<file path="src/rtl/adc128s022_scan_ctrl.sv">
// ============================================================================
// Module   : adc128s022_scan_ctrl
// Purpose  : Multi-channel scan controller for the ADC128S022 serial ADC.
//            Optional continuous scanning: ADC128S022_SCAN_CONT_EN.
// Revision : 1.0 - initial release
// ============================================================================
`default_nettype none

module adc128s022_scan_ctrl #(
    parameter int SCLK_HALF = 10,
    parameter int N_CH      = 8
) (
    input  logic        CLK,
    input  logic        RST,
    input  logic        START,
    input  logic [7:0]  CH_MASK,
    input  logic        CONT,
    output logic        BUSY,
    output logic [11:0] DATA,
    output logic [2:0]  DATA_CH,
    output logic        DATA_VALID,
    output logic        DONE,
    output logic        adc_sclk,
    output logic        adc_saddr,
    output logic        adc_csn,
    input  logic        adc_sdat
);

    localparam logic [7:0] CH_LIMIT  = 8'((1 << N_CH) - 1);
    localparam logic [7:0] HALF_LAST = 8'(SCLK_HALF - 1);

    typedef enum logic [1:0] {
        ST_IDLE     = 2'd0,
        ST_CS_SETUP = 2'd1,
        ST_SHIFT    = 2'd2,
        ST_CS_HOLD  = 2'd3
    } state_t;

    state_t      state_q,   state_d;
    logic [7:0]  hcnt_q,    hcnt_d;
    logic        phase_q,   phase_d;
    logic [3:0]  bit_q,     bit_d;
    logic [7:0]  mask_q,    mask_d;
    logic [2:0]  cur_ch_q,  cur_ch_d;
    logic [2:0]  prev_ch_q, prev_ch_d;
    logic        last_q,    last_d;
    logic        first_q,   first_d;
    logic [10:0] shift_q,   shift_d;
    logic        busy_q,    busy_d;
    logic [11:0] data_q,    data_d;
    logic [2:0]  data_ch_q, data_ch_d;
    logic        valid_q,   valid_d;
    logic        done_q,    done_d;
    logic        sclk_q,    sclk_d;
    logic        saddr_q,   saddr_d;
    logic        csn_q,     csn_d;

    logic [7:0]  w_mask_eff;
    logic [3:0]  w_first_sel;
    logic [3:0]  w_next_sel;
    logic        w_wrap_en;

`ifdef ADC128S022_SCAN_CONT_EN
    assign w_wrap_en = CONT;
`else
    logic cont_unused;
    assign cont_unused = CONT;
    assign w_wrap_en   = 1'b0;
`endif

    // Returns {wrapped, channel}: lowest enabled channel above cur, or the
    // lowest enabled channel overall (wrapped=1) when none lies above.
    function automatic logic [3:0] next_enabled(input logic [7:0] m, input logic [2:0] cur);
        logic [2:0] lowest;
        logic [2:0] above;
        logic       found;
        lowest = '0;
        above  = '0;
        found  = 1'b0;
        for (int i = 7; i >= 0; i--) begin
            if (m[i]) begin
                lowest = 3'(i);
                if (i > int'(cur)) begin
                    above = 3'(i);
                    found = 1'b1;
                end
            end
        end
        return found ? {1'b0, above} : {1'b1, lowest};
    endfunction

    // Address bits A2..A0 go out on SCLK clocks 3..5 (bit indices 2..4).
    function automatic logic addr_bit(input logic [3:0] b, input logic [2:0] ch);
        case (b)
            4'd2:    return ch[2];
            4'd3:    return ch[1];
            4'd4:    return ch[0];
            default: return 1'b0;
        endcase
    endfunction

    assign w_mask_eff  = CH_MASK & CH_LIMIT;
    assign w_first_sel = next_enabled(w_mask_eff, 3'd7);
    assign w_next_sel  = next_enabled(mask_q, cur_ch_q);

    always_comb begin
        state_d   = state_q;
        hcnt_d    = hcnt_q;
        phase_d   = phase_q;
        bit_d     = bit_q;
        mask_d    = mask_q;
        cur_ch_d  = cur_ch_q;
        prev_ch_d = prev_ch_q;
        last_d    = last_q;
        first_d   = first_q;
        shift_d   = shift_q;
        busy_d    = busy_q;
        data_d    = data_q;
        data_ch_d = data_ch_q;
        valid_d   = 1'b0;
        done_d    = 1'b0;
        sclk_d    = sclk_q;
        saddr_d   = saddr_q;
        csn_d     = csn_q;

        case (state_q)
            ST_IDLE: begin
                if (START && (w_mask_eff != 8'd0)) begin
                    state_d  = ST_CS_SETUP;
                    mask_d   = w_mask_eff;
                    cur_ch_d = w_first_sel[2:0];
                    hcnt_d   = '0;
                    csn_d    = 1'b0;
                    busy_d   = 1'b1;
                end
            end

            ST_CS_SETUP: begin
                if (hcnt_q == HALF_LAST) begin
                    state_d = ST_SHIFT;
                    hcnt_d  = '0;
                    phase_d = 1'b0;
                    bit_d   = '0;
                    sclk_d  = 1'b0;
                    saddr_d = 1'b0;
                    first_d = 1'b1;
                    last_d  = 1'b0;
                end else begin
                    hcnt_d = hcnt_q + 8'd1;
                end
            end

            ST_SHIFT: begin
                if (hcnt_q != HALF_LAST) begin
                    hcnt_d = hcnt_q + 8'd1;
                end else begin
                    hcnt_d = '0;
                    if (!phase_q) begin
                        // SCLK rising edge: sample DOUT
                        sclk_d  = 1'b1;
                        phase_d = 1'b1;
                        shift_d = {shift_q[9:0], adc_sdat};
                        if (bit_q == 4'd15 && !first_q) begin
                            data_d    = {shift_q, adc_sdat};
                            data_ch_d = prev_ch_q;
                            valid_d   = 1'b1;
                        end
                    end else if (bit_q != 4'd15) begin
                        sclk_d  = 1'b0;
                        phase_d = 1'b0;
                        bit_d   = bit_q + 4'd1;
                        saddr_d = addr_bit(bit_q + 4'd1, cur_ch_q);
                    end else begin
                        bit_d = '0;
                        if (last_q && !w_wrap_en) begin
                            state_d = ST_CS_HOLD;
                            saddr_d = 1'b0;
                        end else begin
                            // Next frame starts immediately; csn stays low.
                            sclk_d    = 1'b0;
                            phase_d   = 1'b0;
                            saddr_d   = 1'b0;
                            first_d   = 1'b0;
                            prev_ch_d = cur_ch_q;
                            cur_ch_d  = w_next_sel[2:0];
                            last_d    = w_next_sel[3];
                            done_d    = last_q;
                        end
                    end
                end
            end

            ST_CS_HOLD: begin
                if (hcnt_q == HALF_LAST) begin
                    state_d = ST_IDLE;
                    hcnt_d  = '0;
                    csn_d   = 1'b1;
                    busy_d  = 1'b0;
                    done_d  = 1'b1;
                end else begin
                    hcnt_d = hcnt_q + 8'd1;
                end
            end

            default: begin
                state_d = ST_IDLE;
            end
        endcase
    end

    always_ff @(posedge CLK or negedge RST) begin
        if (!RST) begin
            state_q   <= ST_IDLE;
            hcnt_q    <= '0;
            phase_q   <= 1'b0;
            bit_q     <= '0;
            mask_q    <= '0;
            cur_ch_q  <= '0;
            prev_ch_q <= '0;
            last_q    <= 1'b0;
            first_q   <= 1'b0;
            shift_q   <= '0;
            busy_q    <= 1'b0;
            data_q    <= '0;
            data_ch_q <= '0;
            valid_q   <= 1'b0;
            done_q    <= 1'b0;
            sclk_q    <= 1'b1;
            saddr_q   <= 1'b0;
            csn_q     <= 1'b1;
        end else begin
            state_q   <= state_d;
            hcnt_q    <= hcnt_d;
            phase_q   <= phase_d;
            bit_q     <= bit_d;
            mask_q    <= mask_d;
            cur_ch_q  <= cur_ch_d;
            prev_ch_q <= prev_ch_d;
            last_q    <= last_d;
            first_q   <= first_d;
            shift_q   <= shift_d;
            busy_q    <= busy_d;
            data_q    <= data_d;
            data_ch_q <= data_ch_d;
            valid_q   <= valid_d;
            done_q    <= done_d;
            sclk_q    <= sclk_d;
            saddr_q   <= saddr_d;
            csn_q     <= csn_d;
        end
    end

    assign BUSY       = busy_q;
    assign DATA       = data_q;
    assign DATA_CH    = data_ch_q;
    assign DATA_VALID = valid_q;
    assign DONE       = done_q;
    assign adc_sclk   = sclk_q;
    assign adc_saddr  = saddr_q;
    assign adc_csn    = csn_q;

endmodule

`default_nettype wire
</file>
<file path="config.mk">
export PLATFORM = sky130hd
export DESIGN_NAME = adc128s022_scan_ctrl
export DESIGN_NICKNAME = d
export VERILOG_FILES = /design/src/rtl/adc128s022_scan_ctrl.sv
export SDC_FILE = /design/constraint.sdc
export NUM_CORES = 1
export LEC_CHECK = 0
export BUFFER_PORTS_ARGS = -buffer_cell sky130_fd_sc_hd__buf_2
export CAP_MARGIN = 15
export CELL_PAD_IN_SITES_DETAIL_PLACEMENT = 1
export CELL_PAD_IN_SITES_GLOBAL_PLACEMENT = 1
export CORE_MARGIN = 4
export CORE_UTILIZATION = 30
export DETAILED_ROUTE_END_ITERATION = 10
export PLACE_DENSITY_LB_ADDON = 0.15
export SLEW_MARGIN = 20
export SYNTH_ARGS = -nofsm -noshare
export SYNTH_HDL_FRONTEND = slang
export SYNTH_SLANG_ARGS = --single-unit
</file>
<file path="constraint.sdc">
create_clock -name CLK -period 2.7 [get_ports CLK]
set_input_delay 0.405 -clock CLK [delete_from_list [all_inputs] [get_ports CLK]]
set_output_delay 0.405 -clock CLK [all_outputs]
set_load 0.01 [all_outputs]
</file>
==> results_dict.tcl <==
set metrics [dict create \
    status "finished, final reports clean" \
    numPortBuffers 32 \
    rows 37 \
    setup_tns_ps 0 \
    die_w_um 112 \
    power_frac_comb 0.314 \
    power_density_mw_per_mm2 852 \
    maxSlewHeadroom 0.526 \
    min_path_type "input pin to async pin" \
    dr.pass1.iters 4 \
    leakage_nw 1.83 \
    grt_pass1_vias 2596 \
    grt_overflow 0 \
    rsz0062_at_grt "false" \
    setup_violations 0 \
    critPathLaunch "hcnt_q[1]$_DFFE_PN0N_" \
    antenna_found_initial 0 \
    synth_top_area_share 0.467 \
    antenna_left 0 \
    peakVddDrop_uv 407 \
    synth_edf_count 0 \
    synthTopCellsByArea "dfrtp_1, mux2_2, mux2_4, ha_1, o21ai_0" \
    routedWlPerCell_um 15.8 \
    coreArea_mm2 0.0105 \
    synth_nets 326 \
    grt_usage 0.131 \
    postSynthCellCount 303 \
    die-area_mm2 0.0126 \
    clkPwrFrac 0.292 \
    ys_ff_latch 63 \
    finalHoldViolCount 0 \
    yosysUniqueCellTypes 49 \
    cts_tree "built" \
    post_cts_buffers 0 \
    grt_max_degree 35 \
    syn_area_per_cell_um2 10.8 \
    hpwl_um 5370 \
    rrSetupSlack_ps 370 \
    antenna_cells 0 \
    numCtsBuffers 9 \
    fin_nets 367 \
    layout-drive-gt1-share 0.301 \
    clock-root-buffer "clkbuf_8" \
    synth_warnings 0 \
    layout_commonest_cell "dfrtp_1" \
    start_util 0.313 \
    syn_to_final_growth_pct 18.3 \
    cp.required_ps 2930 \
    clk_latency_ps 350 \
    drc 0 \
    maxSlewViolCount 0 \
    fin_skew_ps 14.6 \
    die_h_um 112 \
    synthArstFlopShare 1.00 \
    p_int_mw 2.06 \
    layout.cells.most_common_list "dfrtp_1, buf_2, mux2_2, o21ai_0, nor2_1" \
    worstPathArrival_ps 2560 \
    cap_violations 0 \
    htree_num_levels 3 \
    vias_per_cell 5.07 \
    timing.rr.start "hcnt_q[1]$_DFFE_PN0N_" \
    r2r-end "DATA[6]$_DFFE_PN0P_" \
    p_switching_mw 1.24 \
    tightest_slew_ps 711 \
    placed_cells 469 \
    endpoint "DATA[6]$_DFFE_PN0P_" \
    netlist_area_mm2 0.00327 \
    worst_r2r_path_depth 8 \
    gp_congestion 0.714 \
    routed_wl_um 7690 \
    period_share 0.864 \
    multi_input_area_mm2 0.00158 \
    fill_cells 1186 \
    path_class "flop to flop" \
    final_cell_area_mm2 0.00387 \
    crit_fanout 13 \
    grt_pass1_wl_um 13400 \
    yosysTopAreaCell "dfrtp_1" \
    seqCellArea_mm2 0.00158 \
    cts_resized 0 \
    drt_iter0_markers 63 \
    cp-start-kind "flop" \
    crit_path_end_kind "flop" \
    ys.flop_type "dfrtp_1" \
    clock.fmax_mhz 429 \
    min_period_ps 2330 \
    clkTransAtPathRegs_ps 90 \
    hold_buffers 0 \
    synth.yosys.seq_area_share 0.483 \
    sequentialPowerShare 0.394 \
    via_count 2461 \
    power_switching_share 0.376 \
    cts.sinks 63 \
    instances_no_fill 485 \
    cts_buffer_depth 2 \
    pin_count 34 \
    place_area_mm2 0.00364 \
]
## sequential cells by signal, summed over array words and instances (netlist names), 2 cells and up
name,flops
cur_ch_q,3
bit_q,4
DATA,12
shift_q,11
DATA_CH,3
hcnt_q,8
prev_ch_q,3
mask_q,8
state_q,2
## worst max-delay path, stage by stage (launching register included)
cell and delay, ps:
dfrtp_1 410, inv_1 80, ha_1 150, nor4b_4 360
nand2_4 60, or3_1 370, nor3_4 250, buf_12 190
mux2_2 340
## cell usage after synthesis, types with 2 or more instances
master	instances
and2_1	2
mux2_4	9
mux2_2	29
a22oi_1	2
nor3_1	5
a221o_1	2
dfrtp_1	61
a21boi_0	3
a211o_1	2
nor3b_1	2
or4_1	4
and3_1	4
clkbuf_1	11
nand4_1	2
a21oi_1	15
or3_1	2
a31oi_1	6
nor2b_1	4
dfstp_2	2
nor2_1	23
nand2_1	14
inv_1	12
a22o_1	3
nand2b_1	8
o21ai_0	23
o31ai_1	10
nand3_1	12
ha_1	10
## stage by stage
stage                     hold WS (ps)  total power [mW]   util  setup WS [ps]
after floorplan                    109              2.04      -            294
after global placement             475              2.36  0.348            383
after detailed placement           470              2.37  0.348            352
after CTS                          111              3.36  0.370            336
after global routing               148              3.58  0.370            229
final                              109              3.30  0.370            367
## metal layers
layer  part of all wire  vias to the layer above  global-route usage  routed length (µm)
met5                  0                        -                   0                   0
met4              0.013                        0              0.0385                 102
met3              0.030                        9              0.0345                 232
met2               0.47                       25               0.211                3620
met1               0.49                     1243               0.173                3730
li1                   -                     1184                   -                   -
## cells by family (layout without fill, tap and decap cells)
logic type / count (synthesis) / after routing / synth area share
buffers and inverters: 25 / 71 / 0.0340
adder cells (fa/ha/maj): 10 / 10 / 0.0382
AND/OR/NAND/NOR: 89 / 89 / 0.150
AO/OA/AOI/OAI: 77 / 77 / 0.151
flip-flops: 63 / 63 / 0.483
multiplexers: 39 / 39 / 0.144
## area by class of cell
| type | instances | share of cell area |
|---|---|---|
| Inverter | 12 | 0.0116 |
| Multi-Input combinational cell | 215 | 0.409 |
| Clock buffer | 9 | 0.0320 |
| Timing Repair Buffer | 43 | 0.0692 |
| Clock inverter | 7 | 0.0265 |
| Sequential cell | 63 | 0.408 |
| Tap cell | 136 | 0.0440 |
## how the worst min path moves through the flow
stage | start | end | slack, ps | depth (start not counted)
floorplan | RST | BUSY$_DFFE_PN0P_ | 110 | 0
global placement | adc_saddr$_DFFE_PN0P_ | adc_saddr$_DFFE_PN0P_ | 470 | 2
detailed placement | adc_saddr$_DFFE_PN0P_ | adc_saddr$_DFFE_PN0P_ | 470 | 2
CTS | RST | DATA[9]$_DFFE_PN0P_ | 110 | 1
global route | RST | shift_q[10]$_DFFE_PN0P_ | 150 | 1
finish | RST | DATA[9]$_DFFE_PN0P_ | 110 | 1
## power groups by stage
stage                     registers, mW  clock network [mW]  logic (mW)
after floorplan                    1.19                   0       0.841
after global placement             1.32                   0        1.04
after detailed placement           1.32                   0        1.05
after CTS                          1.31               0.996        1.06
after global routing               1.34                1.04        1.20
final                              1.30               0.962        1.04
Note: power is estimated with default switching activity, not from simulation.
